`src/rtl/spi_sf_responder.sv`:
```
// Quad-SPI serial-flash responder. It decodes the controller's command, address and dummy
// phases and serves reads and page programs from a small register-based memory.
module spi_sf_responder #(
  parameter int unsigned MEM_AW     = 8,
  parameter int unsigned DUMMY_CLKS = 8
) (
  input  logic       clk,
  input  logic       reset,
  input  logic       sf_c,
  input  logic       sf_s,
  input  logic [3:0] sf_dq_i,
  output logic [3:0] sf_dq_o,
  output logic [3:0] sf_dq_t,
  output logic [7:0] last_cmd,
  output logic       wel,
  output logic       bad_cmd
);

  localparam int unsigned Depth = 1 << MEM_AW;

  typedef enum logic [2:0] {
    StIdle, StCmd, StAddr, StDummy, StRdata, StWdata, StStatus, StIgnore
  } state_e;

  state_e            state_q, state_d;
  logic [1:0]        c_sync_q, s_sync_q;
  logic [3:0]        dq_sync0_q, dq_sync1_q;
  logic              c_prev_q;
  logic [15:0]       cnt_q, cnt_d;
  logic [2:0]        ocnt_q, ocnt_d;
  logic [7:0]        rx_q, rx_d, tx_q, tx_d;
  logic [MEM_AW-1:0] addr_q, addr_d;
  logic [3:0]        dq_o_q, dq_o_d;
  logic              wel_q, wel_d, bad_q, bad_d;
  logic [7:0]        last_cmd_q, last_cmd_d;
  logic [7:0]        mem_q [Depth];
  logic              mem_we;
  logic [7:0]        mem_wdata;

  logic       sck_rise, sck_fall, selected, quad, byte_done;
  logic [3:0] din;
  logic [7:0] rx_single, rx_quad, cur_byte;

  assign sck_rise  = c_sync_q[1] & ~c_prev_q;
  assign sck_fall  = ~c_sync_q[1] & c_prev_q;
  assign selected  = ~s_sync_q[1];
  assign din       = dq_sync1_q;
  assign quad      = (last_cmd_q == 8'h6B) || (last_cmd_q == 8'h32);
  assign rx_single = {rx_q[6:0], din[0]};
  assign rx_quad   = {rx_q[3:0], din};

  always_ff @(posedge clk or negedge reset) begin
    if (!reset) begin
      c_sync_q   <= '0;
      s_sync_q   <= 2'b11;
      dq_sync0_q <= '0;
      dq_sync1_q <= '0;
      c_prev_q   <= 1'b0;
      state_q    <= StIdle;
      cnt_q      <= '0;
      ocnt_q     <= '0;
      rx_q       <= '0;
      tx_q       <= '0;
      addr_q     <= '0;
      dq_o_q     <= '0;
      wel_q      <= 1'b0;
      bad_q      <= 1'b0;
      last_cmd_q <= '0;
    end else begin
      c_sync_q   <= {c_sync_q[0], sf_c};
      s_sync_q   <= {s_sync_q[0], sf_s};
      dq_sync0_q <= sf_dq_i;
      dq_sync1_q <= dq_sync0_q;
      c_prev_q   <= c_sync_q[1];
      state_q    <= state_d;
      cnt_q      <= cnt_d;
      ocnt_q     <= ocnt_d;
      rx_q       <= rx_d;
      tx_q       <= tx_d;
      addr_q     <= addr_d;
      dq_o_q     <= dq_o_d;
      wel_q      <= wel_d;
      bad_q      <= bad_d;
      last_cmd_q <= last_cmd_d;
    end
  end

  always_ff @(posedge clk or negedge reset) begin
    if (!reset) begin
      for (int unsigned i = 0; i < Depth; i++) mem_q[i] <= '0;
    end else if (mem_we) begin
      mem_q[addr_q] <= mem_wdata;
    end
  end

  always_comb begin
    state_d    = state_q;
    cnt_d      = cnt_q;
    ocnt_d     = ocnt_q;
    rx_d       = rx_q;
    tx_d       = tx_q;
    addr_d     = addr_q;
    dq_o_d     = dq_o_q;
    wel_d      = wel_q;
    bad_d      = bad_q;
    last_cmd_d = last_cmd_q;
    mem_we     = 1'b0;
    mem_wdata  = '0;
    cur_byte   = '0;
    byte_done  = 1'b0;
    if (!selected) begin
      state_d = StIdle;
      cnt_d   = '0;
      ocnt_d  = '0;
      if (state_q == StWdata) wel_d = 1'b0;
    end else begin
      unique case (state_q)
        StIdle, StCmd: begin
          state_d = StCmd;
          if (sck_rise) begin
            rx_d  = rx_single;
            cnt_d = cnt_q + 16'd1;
            if (cnt_q == 16'd7) begin
              cnt_d      = '0;
              last_cmd_d = rx_single;
              case (rx_single)
                8'h06: begin wel_d = 1'b1; state_d = StIgnore; end
                8'h04: begin wel_d = 1'b0; state_d = StIgnore; end
                8'h05: state_d = StStatus;
                8'h03, 8'h6B, 8'h02, 8'h32: state_d = StAddr;
                default: begin bad_d = 1'b1; state_d = StIgnore; end
              endcase
            end
          end
        end
        StAddr: begin
          if (sck_rise) begin
            addr_d = {addr_q[MEM_AW-2:0], din[0]};
            cnt_d  = cnt_q + 16'd1;
            if (cnt_q == 16'd23) begin
              cnt_d = '0;
              if (last_cmd_q == 8'h6B)      state_d = (DUMMY_CLKS == 0) ? StRdata : StDummy;
              else if (last_cmd_q == 8'h03) state_d = StRdata;
              else                          state_d = StWdata;
            end
          end
        end
        StDummy: begin
          if (sck_rise) begin
            cnt_d = cnt_q + 16'd1;
            if (cnt_q == 16'(DUMMY_CLKS - 1)) begin
              cnt_d   = '0;
              state_d = StRdata;
            end
          end
        end
        StRdata, StStatus: begin
          // A fresh byte is fetched on the first fall of each byte, then shifted out.
          if (sck_fall) begin
            if (ocnt_q != 3'd0)          cur_byte = tx_q;
            else if (state_q == StStatus) cur_byte = {6'b0, wel_q, 1'b0};
            else                         cur_byte = mem_q[addr_q];
            if (quad && state_q == StRdata) begin
              dq_o_d    = cur_byte[7:4];
              tx_d      = {cur_byte[3:0], 4'b0};
              byte_done = (ocnt_q == 3'd1);
            end else begin
              dq_o_d    = {2'b0, cur_byte[7], 1'b0};
              tx_d      = {cur_byte[6:0], 1'b0};
              byte_done = (ocnt_q == 3'd7);
            end
            ocnt_d = byte_done ? 3'd0 : ocnt_q + 3'd1;
            if (byte_done && state_q == StRdata) addr_d = addr_q + MEM_AW'(1);
          end
        end
        StWdata: begin
          if (sck_rise) begin
            rx_d      = quad ? rx_quad : rx_single;
            byte_done = quad ? (cnt_q == 16'd1) : (cnt_q == 16'd7);
            cnt_d     = byte_done ? 16'd0 : cnt_q + 16'd1;
            if (byte_done && wel_q) begin
              mem_we    = 1'b1;
              mem_wdata = rx_d;
              addr_d    = addr_q + MEM_AW'(1);
            end
          end
        end
        StIgnore: ;
        default: state_d = StIdle;
      endcase
    end
  end

  always_comb begin
    sf_dq_t = 4'b1111;
    if (state_q == StRdata && quad)                      sf_dq_t = 4'b0000;
    else if (state_q == StRdata || state_q == StStatus) sf_dq_t = 4'b1101;
  end

  assign sf_dq_o  = dq_o_q;
  assign last_cmd = last_cmd_q;
  assign wel      = wel_q;
  assign bad_cmd  = bad_q;

endmodule

```
`config.mk`:
```
export PLATFORM = sky130hd
export DESIGN_NAME = spi_sf_responder
export DESIGN_NICKNAME = d
export VERILOG_FILES = /design/src/rtl/spi_sf_responder.sv
export SDC_FILE = /design/constraint.sdc
export NUM_CORES = 2
export LEC_CHECK = 0
export CORE_MARGIN = 2
export CORE_UTILIZATION = 57
export DETAILED_ROUTE_END_ITERATION = 8
export GPL_TIMING_DRIVEN = 1
export PLACE_DENSITY = 0.7
export RECOVER_POWER = 50
export SYNTH_ARGS = -nofsm -noshare
export SYNTH_HDL_FRONTEND = slang
export SYNTH_SLANG_ARGS = --single-unit
```
`constraint.sdc`:
```
create_clock -name clk -period 4.2 [get_ports clk]
set_clock_uncertainty 0.1 [all_clocks]
set_input_delay 0.84 -clock clk [delete_from_list [all_inputs] [get_ports clk]]
set_output_delay 0.84 -clock clk [all_outputs]
set_load 0.01 [all_outputs]
```
==> metrics.cfg <==
[run_status]
status=finished with violations
violations=max-capacitance violations, max-slew violations

[critical_path]
critPathMaxFanout=21
cp_slowest_cell=dfrtp_2
cp_cell_sequence=buf_4 -> nor4b_2 -> buf_4 -> a22o_1 -> a221oi_1 -> o21ai_0 -> o21ai_0 -> buf_4 -> o211ai_1 -> o221ai_1 -> o21ai_0
critPathCaptureType=flip-flop
critical_path.max_stage_delay_ps=710
critical_path_required_ps=4870
crit_arrival_ps=4840
cp_top_family=compound AO/OA/AOI/OAI gates
critical_path.startpoint_type=flip-flop
crit_buf_inv=3
crit_type=reg -> reg

[placement]
place_hpwl_um=186000
gp_congestion=0.917
place.port_buffers=25
pre_cts_ws_ps=-25.9
place_inst=8567
place_area_um2=102000

[synthesis]
synthFlopType=dfrtp_1
synth_commonest_cells=dfrtp_1 (2,117), mux2_2 (2,087), mux4_2 (476), nand2_1 (393), clkbuf_1 (333)
synthXorXnorAreaFrac_pct=0.0181
ys_top_cells_by_area=dfrtp_1 (55%), mux2_2 (24%), mux4_2 (11%)
syn_nets=6454
synth_area_um2=96900
yosysMostFrequentCell=dfrtp_1
synth_edf_count=0
synth_top_area_share_pct=54.7
syn-instance-count=6438
ys_warn_count=0
yosysUniqueCellTypes=78
synthMuxAreaShare_pct=37.1
synth-adder-area-share_pct=0.103
synth_top_area_cell=dfrtp_1
ys_ff_latch=2119
yosys.area_share.simple_pct=3.16
synth_compound_area_share_pct=2.77
seq_area_frac_synth_pct=54.7
async_flop_share_pct=100
syn_area_per_cell_um2=15.1
synth_top_family_by_area=multiplexers

[sta]
finalSetupViolations=0
min_period_ps=4170
slew_violations=107
rsz0062_at_grt=yes
fmax_mhz=240
hold_viol_final=0
post-route-period-util_pct=99.4
relSlewSlack_pct=-40.2
layout_setup_ws_ps=27.1
tightest_slew_ps=2100

[floorplan]
die_h_um=416
die-area_um2=173000
coreArea_um2=169000
rows=151
io_pins=26
start_util_pct=57.3
fp.dieW_um=416

[flow_run]
drv_cap=1

[routing]
drt_first_pass_iters=6
wirelength_um=282000
wl_per_cell_um=31.3
via_per_inst=6.63
vias=59624
drt-initial-drc-count=6062
ant_nets=0
drc_errors=0

[clock_tree]
clkTransAtPathRegs_ps=60
cts-buffers-inserted=217
cts_max_level=4
cts.sinks=2119
clock_path_buffers=3
cts_root_buf=clkbuf_16
tritoncts=done
clkLatencyLatePin_ps=860

[power]
ir_drop_uv=394
cellPowerDensity_nw_per_um2=425
leakage_uw=0.0526
finalPower_uw=46800

[grt]
antenna_found_initial=15
grt_max_degree=116
grt_pass1_vias=61197
grt_pass1_wl_um=420000
overflow=0
track_usage_pct=32.8

[layout]
drive_gt1_share_pct=52.8
finalNetCount=6607
final_util_pct=65.1
syn_to_final_growth_pct=13.7
final_cell_area_um2=110000
fillerInstances=12086
final_cells=8994

[min_path]
min_path_type=reg -> reg

==> worst register-to-register path, delay by kind of cell (launching register included) <==
kind                   cells  cell delay, ps
DFF                        1             710
and+or+nand+nor            1             520
buffers and inverters      3             850
AOI/OAI and AO/OA          7            1920
==> cell type report <==
| type | instances | area (um2) | share of cell area, % |
|---|---|---|---|
| antenna | 8 | 20.0 | 0.0182 |
| clock buffer | 316 | 6470 | 5.88 |
| clock inverter | 80 | 993 | 0.902 |
| inverter | 18 | 81.3 | 0.0738 |
| multi-input combinational | 3818 | 42700 | 38.8 |
| sequential | 2119 | 53100 | 48.2 |
| tap | 2218 | 2780 | 2.52 |
| timing repair buffer | 417 | 4060 | 3.68 |
==> metrics by stage <==
step,setup TNS [ps],hold slack (ps)
floorplan,0,231
global placement,-50.8,235
detailed placement,-47.8,238
CTS,0,243
global route,-1360,260
finish,0,250
==> routing by layer <==
layer	track usage, %	vias to the layer above	part of all wire [%]
li1	-	24437	-
met4	12.2	10	4.0
met3	6.68	577	7.8
met2	49.7	2190	46
met5	0	-	0.024
met1	47.2	32410	42
==> power breakdown <==
part	total (uW)	internal, uW	switching, uW
Clock	20100	11800	8370
Sequential	20600	20500	146
Combinational	6010	2190	3820
Total	46800	34400	12300
==> final timing paths <==
kind	startpoint	endpoint	slack (ps)	depth (start not counted)
worst max-delay path	addr_q[5]$_DFFE_PN0P_	tx_q[3]$_DFFE_PN0P_	30	11
worst min-delay path	dq_sync0_q[1]$_DFF_PN0_	din[1]$_DFF_PN0_	250	0
worst max register to register	addr_q[5]$_DFFE_PN0P_	tx_q[3]$_DFFE_PN0P_	30	11
worst min register to register	dq_sync0_q[1]$_DFF_PN0_	din[1]$_DFF_PN0_	250	0
max in group asynchronous	reset	mem_q[960]$_DFFE_PN0P_	410	3
min in group asynchronous	reset	din[1]$_DFF_PN0_	970	2
==> cells by family after synthesis <==
logic type                 count (synthesis)
AOI/OAI and AO/OA                        388
adders and majority gates                  8
and+or+nand+nor                          681
buffers and inverters                    502
DFF                                     2119
muxes                                   2738
xor gates and xnor gates                   2
==> timing repair <==
item,CTS,global route
hold buffers,1,0
gates cloned,0,4
pin swaps,2,4
endpoints found under the setup margin,5,1678
endpoints found under the hold margin,22,0
buffers inserted,13,5
resized for setup,27,206
==> placed cells by master (no fill, tap or decap), types with 13 or more instances in the layout <==
master	count
dfrtp_1	2109
mux2_2	2086
mux4_2	476
buf_4	262
clkbuf_16	222
nand2_2	206
nand2_1	187
mux2i_1	174
a22oi_1	96
o21ai_0	78
buf_12	68
nand3_1	64
clkbuf_8	63
nor2_1	60
clkbuf_1	53
a21oi_1	52
clkinv_2	47
nor3_1	27
bufinv_16	18
o22ai_1	17
and3_1	16
o211ai_1	16
clkdlybuf4s50_1	15
nand4_1	14
a31oi_1	14
clkbuf_4	14
inv_1	13
and2_1	13
a221oi_1	13
buf_6	13
clkbuf_2	13
==> registers in the layout (all words and copies together), names as in the netlist, 3 cells and up <==
name        flops
state_q         3
din             4
mem_q        2048
last_cmd        8
dq_sync0_q      4
tx_q            7
cnt_q          16
sf_dq_o         4
addr_q          8
rx_q            7
ocnt_q          3
Power figures use the tool's default switching activity.
